### src/rtl/bp_resolve_queue.sv
// In-order queue of branch predictions, popped at resolve to drive the PHT update and GHR recovery.
// Optional resolve/mispredict statistics counters enabled by defining BP_RESOLVE_STATS_EN.
module bp_resolve_queue #(
  parameter int PHT_DEPTH   = 7,
  parameter int GHR_WIDTH   = 4,
  parameter int QDEPTH_LOG2 = 2
) (
  input  logic                   clk,
  input  logic                   rst,
  input  logic                   push_valid,
  input  logic [PHT_DEPTH-1:0]   push_index,
  input  logic                   push_pred,
  input  logic [GHR_WIDTH-1:0]   push_ghr_alt,
  output logic                   full,
  output logic [QDEPTH_LOG2:0]   count,
  input  logic                   resolve_valid,
  input  logic                   resolve_taken,
  input  logic                   flush,
  output logic                   upd_valid,
  output logic [PHT_DEPTH-1:0]   upd_index,
  output logic                   upd_taken,
  output logic                   mispredict,
  output logic [GHR_WIDTH-1:0]   recover_ghr,
  output logic                   underflow,
  output logic [15:0]            stat_total,
  output logic [15:0]            stat_miss
);

  localparam int DEPTH = 1 << QDEPTH_LOG2;
  localparam logic [QDEPTH_LOG2:0] DEPTH_C = (QDEPTH_LOG2 + 1)'(DEPTH);

  typedef struct packed {
    logic [PHT_DEPTH-1:0] index;
    logic                 pred;
    logic [GHR_WIDTH-1:0] ghr_alt;
  } entry_t;

  entry_t                 mem [DEPTH];
  logic [QDEPTH_LOG2-1:0] head;
  logic [QDEPTH_LOG2-1:0] tail;
  logic [QDEPTH_LOG2:0]   cnt;
  entry_t                 head_ent;
  logic                   pop;
  logic                   miss;
  logic                   push_ok;

  assign head_ent = mem[head];
  assign pop      = resolve_valid && (cnt != '0);
  assign miss     = pop && (head_ent.pred != resolve_taken);
  // A push at full still fits when the head leaves on the same edge.
  assign push_ok  = push_valid && !flush && !miss && ((cnt != DEPTH_C) || pop);

  assign count = cnt;
  assign full  = (cnt == DEPTH_C);

  always_ff @(posedge clk or negedge rst) begin
    if (!rst) begin
      head <= '0;
      tail <= '0;
      cnt  <= '0;
    end else if (flush || miss) begin
      head <= '0;
      tail <= '0;
      cnt  <= '0;
    end else begin
      if (pop)     head <= head + 1'b1;
      if (push_ok) tail <= tail + 1'b1;
      case ({push_ok, pop})
        2'b10:   cnt <= cnt + 1'b1;
        2'b01:   cnt <= cnt - 1'b1;
        default: cnt <= cnt;
      endcase
    end
  end

  always_ff @(posedge clk) begin
    if (push_ok) mem[tail] <= '{index: push_index, pred: push_pred, ghr_alt: push_ghr_alt};
  end

  always_ff @(posedge clk or negedge rst) begin
    if (!rst) begin
      upd_valid   <= 1'b0;
      upd_index   <= '0;
      upd_taken   <= 1'b0;
      mispredict  <= 1'b0;
      recover_ghr <= '0;
      underflow   <= 1'b0;
    end else begin
      upd_valid  <= pop;
      mispredict <= miss;
      if (pop) begin
        upd_index   <= head_ent.index;
        upd_taken   <= resolve_taken;
        recover_ghr <= head_ent.ghr_alt;
      end
      if (resolve_valid && (cnt == '0)) underflow <= 1'b1;
    end
  end

`ifdef BP_RESOLVE_STATS_EN
  logic [15:0] total_q;
  logic [15:0] miss_q;

  always_ff @(posedge clk or negedge rst) begin
    if (!rst) begin
      total_q <= '0;
      miss_q  <= '0;
    end else begin
      if (pop && (total_q != 16'hFFFF)) total_q <= total_q + 16'd1;
      if (miss && (miss_q != 16'hFFFF)) miss_q <= miss_q + 16'd1;
    end
  end

  assign stat_total = total_q;
  assign stat_miss  = miss_q;
`else
  assign stat_total = '0;
  assign stat_miss  = '0;
`endif

endmodule

### config.mk
export PLATFORM = sky130hd
export DESIGN_NAME = bp_resolve_queue
export DESIGN_NICKNAME = d
export VERILOG_FILES = /design/src/rtl/bp_resolve_queue.sv
export SDC_FILE = /design/constraint.sdc
export NUM_CORES = 1
export LEC_CHECK = 0
export CORE_UTILIZATION = 47
export CTS_BUF_LIST = sky130_fd_sc_hd__clkbuf_8
export DETAILED_ROUTE_END_ITERATION = 10
export GPL_TIMING_DRIVEN = 0
export PLACE_DENSITY_LB_ADDON = 0.25
export SLEW_MARGIN = 20
export SYNTH_ARGS = -nofsm -noshare
export SYNTH_HDL_FRONTEND = slang
export SYNTH_SLANG_ARGS = --single-unit
### constraint.sdc
create_clock -name clk -period 2.49 [get_ports clk]
set_clock_uncertainty 0.2 [all_clocks]
set_input_delay 0.249 -clock clk [delete_from_list [all_inputs] [get_ports clk]]
set_output_delay 0.249 -clock clk [all_outputs]
set_load 0.005 [all_outputs]
==> results.yml, run 1 <==
power:
  peakVddDrop_mv: 0.458
  powerDensity_nw_per_um2: 772
  p_leak_nw: 1.61
global_route:
  grt_overflow_total: 0
  grt_max_degree: 23
  grt_pass1_vias: 1735
  grt.total_usage_pct: 16.8
  antenna_found_initial: 0
  grt_pass1_wl_mm: 8.64
worst_setup_path:
  worst_setup_path_end_kind: "flop"
  cp.depth: 9
  slowest_stage: "dfrtp_1"
  cp.required_ns: 2.52
  path_cells: "buf_6 > mux2i_2 > mux2_4 > nor3_4 > o21ai_2 > fa_2 > nor3b_1 > nor3_1 > nor3b_2"
  worst-path-buf-inv: 1
  r2r_start: "head[1]$_DFFE_PN0P_"
  cp-startpoint: "head[1]$_DFFE_PN0P_"
  critPathKind: "flop to flop"
  r2r_setup_slack_ns: 0.07
  max_stage_delay_ns: 0.38
  cp_top_family: "simple AND/OR/NAND/NOR gates"
  worstPathMaxFanout: 5
  critPathLaunchType: "flop"
  worstRegToRegCells: 9
  worstPathArrival_ns: 2.45
  r2r-end: "count[2]$_DFFE_PN0P_"
synthesis:
  syn_inst: 221
  yosysSeqAreaShare_pct: 64.0
  synth-seq-cells: 70
  synth_cell_types: 34
  synth_top_area_share_pct: 46.3
  syn-cell-area_um2: 3110
  ys_top_cells_by_area: "edfxtp_1 46%, dfrtp_1 18%, mux4_2 8.0%, buf_4 7.7%, nand2_1 5.1%"
  ys.warnings.count: 0
  yosysTopAreaCell: "edfxtp_1"
  postSynthAreaPerCell_um2: 14.1
floorplan:
  coreArea_um2: 6390
  dieArea_um2: 6950
  num_rows: 29
  ioPinCount: 69
  dieWidth_um: 83.4
  die_height_um: 83.4
  start_util_pct: 48.7
detailed_routing:
  drt_iter0_markers: 98
  drt_wl_total_mm: 5.41
  wl_per_cell_um: 13.9
  vias: 1838
  via_per_inst: 4.72
  drc: 0
  drt_pre_antenna_iters: 5
  ant_nets: 0
final_layout:
  stdcell_count: 389
  antennaDiodeCount: 0
  fillers: 514
  fin_nets: 330
  syn_to_final_growth_pct: 28.5
  drive_above_1_share_pct: 28.5
sta:
  hold_viol_final: 0
  whs_ns: 0.115
  rsz0062_at_grt: "true"
  timing.final.crit_period_ns: 2.42
  clock.fmax_ghz: 0.413
  post-route-period-util_pct: 97.3
  finalMaxSlewViolations: 0
  finalSetupViolCount: 0
  tightestPinTransition_ns: 0.744
  slew_headroom_pct: 49.7
cts:
  numCtsBuffers: 9
  clock_path_buffers: 2
  cts_tree: "done"
  cts_sinks: 70
  insertion_delay_ns: 0.34
  cts_max_level: 3
  clkSlewWorstSetupHoldPaths_ns: 0.08
  root_buffer: "clkbuf_8"
min_path:
  worstHoldPathCells: 3
  hold_path_end: "tail[1]$_DFFE_PN0P_"
  hold_path_class: "input port to flop"
  min_from: "push_valid"
run:
  maxCapViolCount: 0
placed_design:
  gp_congestion: 0.731
  dp_hpwl_mm: 3.56
  port-buffer-count: 35
  dp_cells: 364
run_status:
  outcome: "complete, no violations"
cell families after synthesis:
logic type	Yosys count	synth area share (%)
simple gates	71	10.9
fa+ha+maj	5	2.25
compound gates	9	2.81
xor+xnor	2	0.563
flops	70	64.0
mux	15	9.29
buf+inv	48	10.1
other cells	1	0.121
how the worst max path moves through the flow:
stage,slack (ns),endpoint
after global placement,-0.63,count[2]$_DFFE_PN0P_
final,0.07,count[2]$_DFFE_PN0P_
after detailed placement,-0.64,count[2]$_DFFE_PN0P_
after global routing,-0.07,count[2]$_DFFE_PN0P_
after CTS,-0.02,mem[3][11]$_DFFE_PP_
after floorplan,0.005,count[2]$_DFFE_PN0P_
tightest hold or removal path, cell delays in order:
cell	delay [ns]
clkbuf_1	0.18
nand3_1	0.12
a21oi_1	0.07
where the power goes:
part / internal (mW) / leakage [nW] / switching, mW
sequential: 1.39 / 0.715 / 0.0809
combinational: 0.411 / 0.797 / 0.326
clock: 0.455 / 0.0941 / 0.423
total: 2.26 / 1.61 / 0.830
layer usage:
layer	routed length (um)	GRT usage, %
met2	2730	28.5
met1	2210	20.1
met5	0	0
met3	402	4.97
met4	66	7.05
state kept, by name, indices dropped and copies added (netlist names):
| register | cells |
|---|---|
| tail | 2 |
| upd_index | 7 |
| recover_ghr | 4 |
| upd_taken | 1 |
| upd_valid | 1 |
| mem | 48 |
| count | 3 |
| underflow | 1 |
| mispredict | 1 |
| head | 2 |
area by class of cell:
class	count	area, um2	area share (%)
Multi-Input combinational cell	134	985	24.6
Timing Repair Buffer	44	415	10.4
Tap cell	77	96.3	2.41
Clock inverter	7	66.3	1.66
Inverter	7	28.8	0.719
Buffer	41	293	7.32
Sequential cell	70	1990	49.8
Clock buffer	9	124	3.10
cells in the final DEF, fill, tap and decap left out, types with 5 or more instances in the layout:
master,n
buf_4,40
nand3_1,5
clkbuf_8,9
edfxtp_1,48
dfrtp_1,22
nand2_1,42
inv_1,7
conb_1,32
clkdlybuf4s50_1,34
mux4_2,11
metrics by stage:
| stage | area (um2) | util [%] | setup slack, ns | setup TNS [ns] | power, mW |
|---|---|---|---|---|---|
| after floorplan | 3240 | - | 0.00544 | 0 | 1.84 |
| after global placement | 3690 | 57.7 | -0.628 | -24.91 | 2.17 |
| after detailed placement | 3690 | 57.8 | -0.644 | -12.68 | 2.19 |
| after CTS | 3980 | 62.3 | -0.0206 | -0.373 | 3.12 |
| after global routing | 4000 | 62.6 | -0.0700 | -0.0871 | 3.26 |
| final | 4000 | 62.6 | 0.0662 | 0 | 3.09 |
cell usage after synthesis, drive strengths merged:
cell type  number
fa              1
o21ai           2
nor3            8
xnor2           1
nor4            1
nand3           5
or4b            1
o31ai           2
nor4b           1
clkbuf          4
nor2            8
mux2i           3
nor2b           1
nor3b           2
mux2            1
a41o            1
edfxtp         48
nand2          42
dfrtp          22
inv             7
a21oi           2
ha              4
buf            37
mux4           11
nand2b          2
xor2            1
conb            1
o21a            2
repair_timing:
item / in CTS / in global routing
buffers inserted: 8 / 0
endpoints found under the setup margin: 50 / 40
gates resized for setup: 10 / 4
cloned: 0 / 0
pin swaps: 7 / 2
endpoints found under the hold margin: 0 / 22
hold buffers: 0 / 1
No activity file was read; power rests on OpenSTA's default activity.
==> run 2: changes to the inputs <==
--- a/config.mk
+++ b/config.mk
@@ -10,6 +10,7 @@
 export DETAILED_ROUTE_END_ITERATION = 10
 export GPL_TIMING_DRIVEN = 0
 export PLACE_DENSITY_LB_ADDON = 0.25
+export SKIP_CTS_REPAIR_TIMING = 1
 export SLEW_MARGIN = 20
 export SYNTH_ARGS = -nofsm -noshare
 export SYNTH_HDL_FRONTEND = slang
==> run 2 against run 1 <==
Via count down 1.5%. Utilization fell by 0.41 points. Wire length down 0.31%. Critical path depth unchanged. Sequential share of layout area is 0.33 points higher. The run now ends with negative setup slack left. Largest cell class unchanged.
==> results.yml, run 2 (synthesized netlist as in run 1, its figures left out) <==
floorplan:
  die_height_um: 83.4
  dieWidth_um: 83.4
  ioPinCount: 69
  start_util_pct: 48.7
  coreArea_um2: 6390
  dieArea_um2: 6950
  num_rows: 29
detailed_routing:
  drt_wl_total_mm: 5.40
  via_per_inst: 4.66
  drt_iter0_markers: 79
  ant_nets: 0
  wl_met1_mm: 2.29
  wl_met3_um: 379
  wl_met2_mm: 2.64
  drt_pre_antenna_iters: 7
  wl_per_cell_um: 13.9
  vias: 1810
  dr.max_layer_used: "met4"
  drc: 0
sta:
  slew_headroom_pct: 49.7
  finalMaxSlewViolations: 0
  post-route-period-util_pct: 103
  clock.fmax_ghz: 0.390
  tightestPinTransition_ns: 0.754
  rsz0062_at_grt: "true"
  whs_ns: 0.117
  hold_viol_final: 0
  timing.final.crit_period_ns: 2.56
  finalSetupViolCount: 49
  worst_slack_ns: -0.0728
global_route:
  grt_max_degree: 23
  antenna_found_initial: 0
  grt_pass1_vias: 1687
  grt_pass1_wl_mm: 8.42
  grt.total_usage_pct: 16.4
  grt_overflow_total: 0
final_layout:
  layout_commonest_cell: "edfxtp_1"
  fin_area_um2: 3970
  drive_above_1_share_pct: 28.0
  reg_top3: "mem: 48 flops, upd_index: 7 flops, recover_ghr: 4 flops"
  regMostFlops: "mem"
  utilization_pct: 62.2
  syn_to_final_growth_pct: 27.7
  fin_nets: 329
  largest_register_ffs: 48
  antennaDiodeCount: 0
  final_cell_mix: "48 x edfxtp_1, 42 x nand2_1, 39 x buf_4, 34 x clkdlybuf4s50_1, 32 x conb_1"
run:
  maxCapViolCount: 0
cts:
  clock_path_buffers: 2
  insertion_delay_ns: 0.34
  clkSlewWorstSetupHoldPaths_ns: 0.08
  root_buffer: "clkbuf_8"
  cts_max_level: 3
  cts_sinks: 70
  cts_tree: "done"
  numCtsBuffers: 9
run_status:
  outcome: "finished, violations left"
  violations: "negative setup slack"
power:
  p_sw_share_pct: 26.9
  clkPwrFrac_pct: 28.6
  internal_power_mw: 2.25
  powerDensity_nw_per_um2: 776
  combPwrFrac_pct: 23.5
  p_sw_uw: 830
  p_leak_nw: 1.60
  peakVddDrop_mv: 0.457
  p_seq_share_pct: 47.8
worst_setup_path:
  critPathKind: "flop to flop"
  worstRegToRegCells: 9
  critPathLaunchType: "flop"
  worstPathMaxFanout: 10
  worst_setup_path_end_kind: "flop"
  worstPathArrival_ns: 2.58
  cp.required_ns: 2.50
min_path:
  worstHoldPathCells: 3
  hold_path_class: "input port to flop"
placed_design:
  port-buffer-count: 35
  gp_congestion: 0.731
  dp_hpwl_mm: 3.56
  placed_cell_area_um2: 3690
[run 2: path summary, 6_finish.rpt]
path | start | to | slack, ns
max | count[0]$_DFFE_PN0P_ | count[2]$_DFFE_PN0P_ | -0.07
min | push_valid | tail[1]$_DFFE_PN0P_ | 0.12
min in group asynchronous | rst | tail[0]$_DFFE_PN0P_ | 0.21
min reg2reg | upd_index[2]$_DFFE_PN0P_ | upd_index[2]$_DFFE_PN0P_ | 0.28
max reg2reg | count[0]$_DFFE_PN0P_ | count[2]$_DFFE_PN0P_ | -0.07
max in group asynchronous | rst | upd_index[3]$_DFFE_PN0P_ | 1.52
[run 2: through the flow]
stage	setup TNS (ns)	worst slack (ns)	instances	power, mW
3_5_place_dp	-12.68	-0.644	364	2.19
5_1_grt	-7.30	-0.215	388	3.25
4_1_cts	-7.89	-0.394	380	3.07
6_report	-1.85	-0.0728	388	3.08
3_3_place_gp	-24.91	-0.628	364	2.17
2_1_floorplan	0	0.00544	252	1.84
[run 2: layout make-up]
cell class / instances / area, um2
clock inverter: 7 / 66.3
fill: 521 / 2410
timing repair buffer: 43 / 408
sequential: 70 / 1990
buffer: 41 / 293
inverter: 7 / 28.8
multi-input combinational: 134 / 966
tap: 77 / 96.3
clock buffer: 9 / 124
[run 2: power groups by stage]
stage | clock network (mW) | registers [mW] | logic [mW]
6_report | 0.883 | 1.47 | 0.726
3_3_place_gp | 0 | 1.49 | 0.675
3_5_place_dp | 0 | 1.50 | 0.692
4_1_cts | 0.901 | 1.48 | 0.693
2_1_floorplan | 0 | 1.49 | 0.348
5_1_grt | 0.958 | 1.49 | 0.800
[run 2: routing by layer]
metal	vias to the layer above	track usage (%)
met5	-	0
met4	0	7.05
met3	8	4.97
met2	72	27.4
met1	850	19.8
li1	880	-
[run 2: worst max-delay path, cell delays in order, from the launching register on]
cell,delay (ns)
dfrtp_1,0.39
buf_6,0.14
o31ai_4,0.40
inv_4,0.13
clkbuf_2,0.26
o21ai_2,0.12
fa_2,0.25
nor3b_1,0.28
o21ai_1,0.10
nor3b_2,0.16
==> run 3: changes to the inputs <==
--- a/config.mk
+++ b/config.mk
@@ -5,6 +5,7 @@
 export SDC_FILE = /design/constraint.sdc
 export NUM_CORES = 1
 export LEC_CHECK = 0
+export CORE_ASPECT_RATIO = 1.75
 export CORE_UTILIZATION = 47
 export CTS_BUF_LIST = sky130_fd_sc_hd__clkbuf_8
 export DETAILED_ROUTE_END_ITERATION = 10
==> run 3 against run 2 <==
The run still ends with negative setup slack left. Highest routed layer unchanged. Worst hold slack worse by 0.0099 ns. Register-to-register slack worse by 0.02 ns. Flip-flop and latch count is the same.
==> results.yml, run 3 (synthesized netlist as in run 1, its figures left out) <==
final_layout:
  reg_top3: "mem: 48 flops, upd_index: 7 flops, recover_ghr: 4 flops"
  regMostFlops: "mem"
  largest_register_ffs: 48
  antennaDiodeCount: 0
  fin_nets: 330
  layout_commonest_cell: "edfxtp_1"
  drive_above_1_share_pct: 28.5
  stdcell_count: 392
  syn_to_final_growth_pct: 29.2
  fin_area_um2: 4020
  final_cell_mix: "48 x edfxtp_1, 42 x nand2_1, 39 x buf_4, 34 x clkdlybuf4s50_1, 32 x conb_1"
power:
  peakVddDrop_mv: 0.453
  powerDensity_nw_per_um2: 775
  p_total_mw: 3.12
  p_leak_nw: 1.63
sta:
  hold_viol_final: 0
  tightestPinTransition_ns: 0.725
  timing.final.crit_period_ns: 2.58
  finalMaxSlewViolations: 0
  slew_headroom_pct: 51.6
  rsz0062_at_grt: "true"
  post-route-period-util_pct: 104
  worst_slack_ns: -0.0934
  finalSetupViolCount: 37
  clock.fmax_ghz: 0.387
global_route:
  grt.total_usage_pct: 15.8
  antenna_found_initial: 0
  grt_pass1_vias: 1632
  grt_max_degree: 23
  grt_overflow_total: 0
  grt_pass1_wl_mm: 7.82
worst_setup_path:
  worstPathArrival_ns: 2.36
  worst_setup_path_end_kind: "flop"
  critPathKind: "flop to flop"
  worstPathMaxFanout: 12
  cp.required_ns: 2.27
  critPathLaunchType: "flop"
floorplan:
  dieArea_um2: 6960
  dieWidth_um: 63.5
  ioPinCount: 69
  die_height_um: 110
  coreArea_um2: 6280
  start_util_pct: 49.6
  num_rows: 38
cts:
  root_buffer: "clkbuf_8"
  numCtsBuffers: 9
  cts_sinks: 70
  insertion_delay_ns: 0.35
  cts_max_level: 3
  cts_tree: "done"
  clock_path_buffers: 2
  clkSlewWorstSetupHoldPaths_ns: 0.07
detailed_routing:
  via_per_inst: 4.55
  vias: 1785
  drt_iter0_markers: 62
  ant_nets: 0
  drt_wl_total_mm: 5.09
  drc: 0
  drt_pre_antenna_iters: 4
  wl_per_cell_um: 13.0
placed_design:
  dp_cells: 367
  placed_cell_area_um2: 3700
  place_ws_ns: -0.569
  port-buffer-count: 35
  gp_congestion: 0.737
  dp_hpwl_mm: 3.44
run_status:
  violations: "negative setup slack"
  outcome: "finished, violations left"
min_path:
  hold_path_class: "input port to flop"
run:
  maxCapViolCount: 0
run 3: worst max-delay path: stages (launching register included):
cell	delay [ns]
dfrtp_1	0.35
buf_6	0.13
mux2i_1	0.30
mux2i_2	0.41
o31ai_4	0.10
buf_12	0.15
nor2_2	0.57
run 3: final timing paths:
path / from / to / slack, ns / cells past startpoint
max: head[1]$_DFFE_PN0P_ / mem[1][2]$_DFFE_PP_ / -0.09 / 6
max reg2reg: head[1]$_DFFE_PN0P_ / mem[1][2]$_DFFE_PP_ / -0.09 / 6
max in group asynchronous: rst / underflow$_DFFE_PN0P_ / 1.55 / 2
min in group asynchronous: rst / upd_index[0]$_DFFE_PN0P_ / 0.20 / 2
min reg2reg: upd_taken$_DFFE_PN0P_ / upd_taken$_DFFE_PN0P_ / 0.27 / 2
min: push_valid / tail[1]$_DFFE_PN0P_ / 0.11 / 3
run 3: where the power goes:
group / internal [mW] / switching, mW / total [mW]
clock network: 0.510 / 0.407 / 0.917
registers: 1.39 / 0.0706 / 1.46
logic: 0.415 / 0.320 / 0.735
run 3: cell type report:
type	instances	area (um2)
inverters	7	28.8
clock inverters	5	51.3
multi-input cells	134	975
fillers	512	2260
repair buffers	44	428
flip-flops and latches	70	1990
clock buffers	11	151
plain buffers	41	293
well taps	80	100
run 3: metal layers:
layer / track usage [%] / share of wire [%] / up-vias
li1: - / - / 885
met1: 16.9 / 38 / 835
met2: 26.1 / 54 / 55
met3: 4.56 / 4.6 / 10
met4: 12.3 / 2.6 / 0
met5: 0 / 0 / -
run 3: stage by stage:
stage | utilization (%) | hold WS (ns) | setup TNS, ns
floorplan | - | -0.247 | 0
global placement | 58.8 | 0.256 | -24.38
detailed placement | 58.9 | 0.261 | -15.44
CTS | 62.1 | 0.0891 | -11.72
global route | 64.0 | 0.128 | -6.89
finish | 64.0 | 0.107 | -2.34
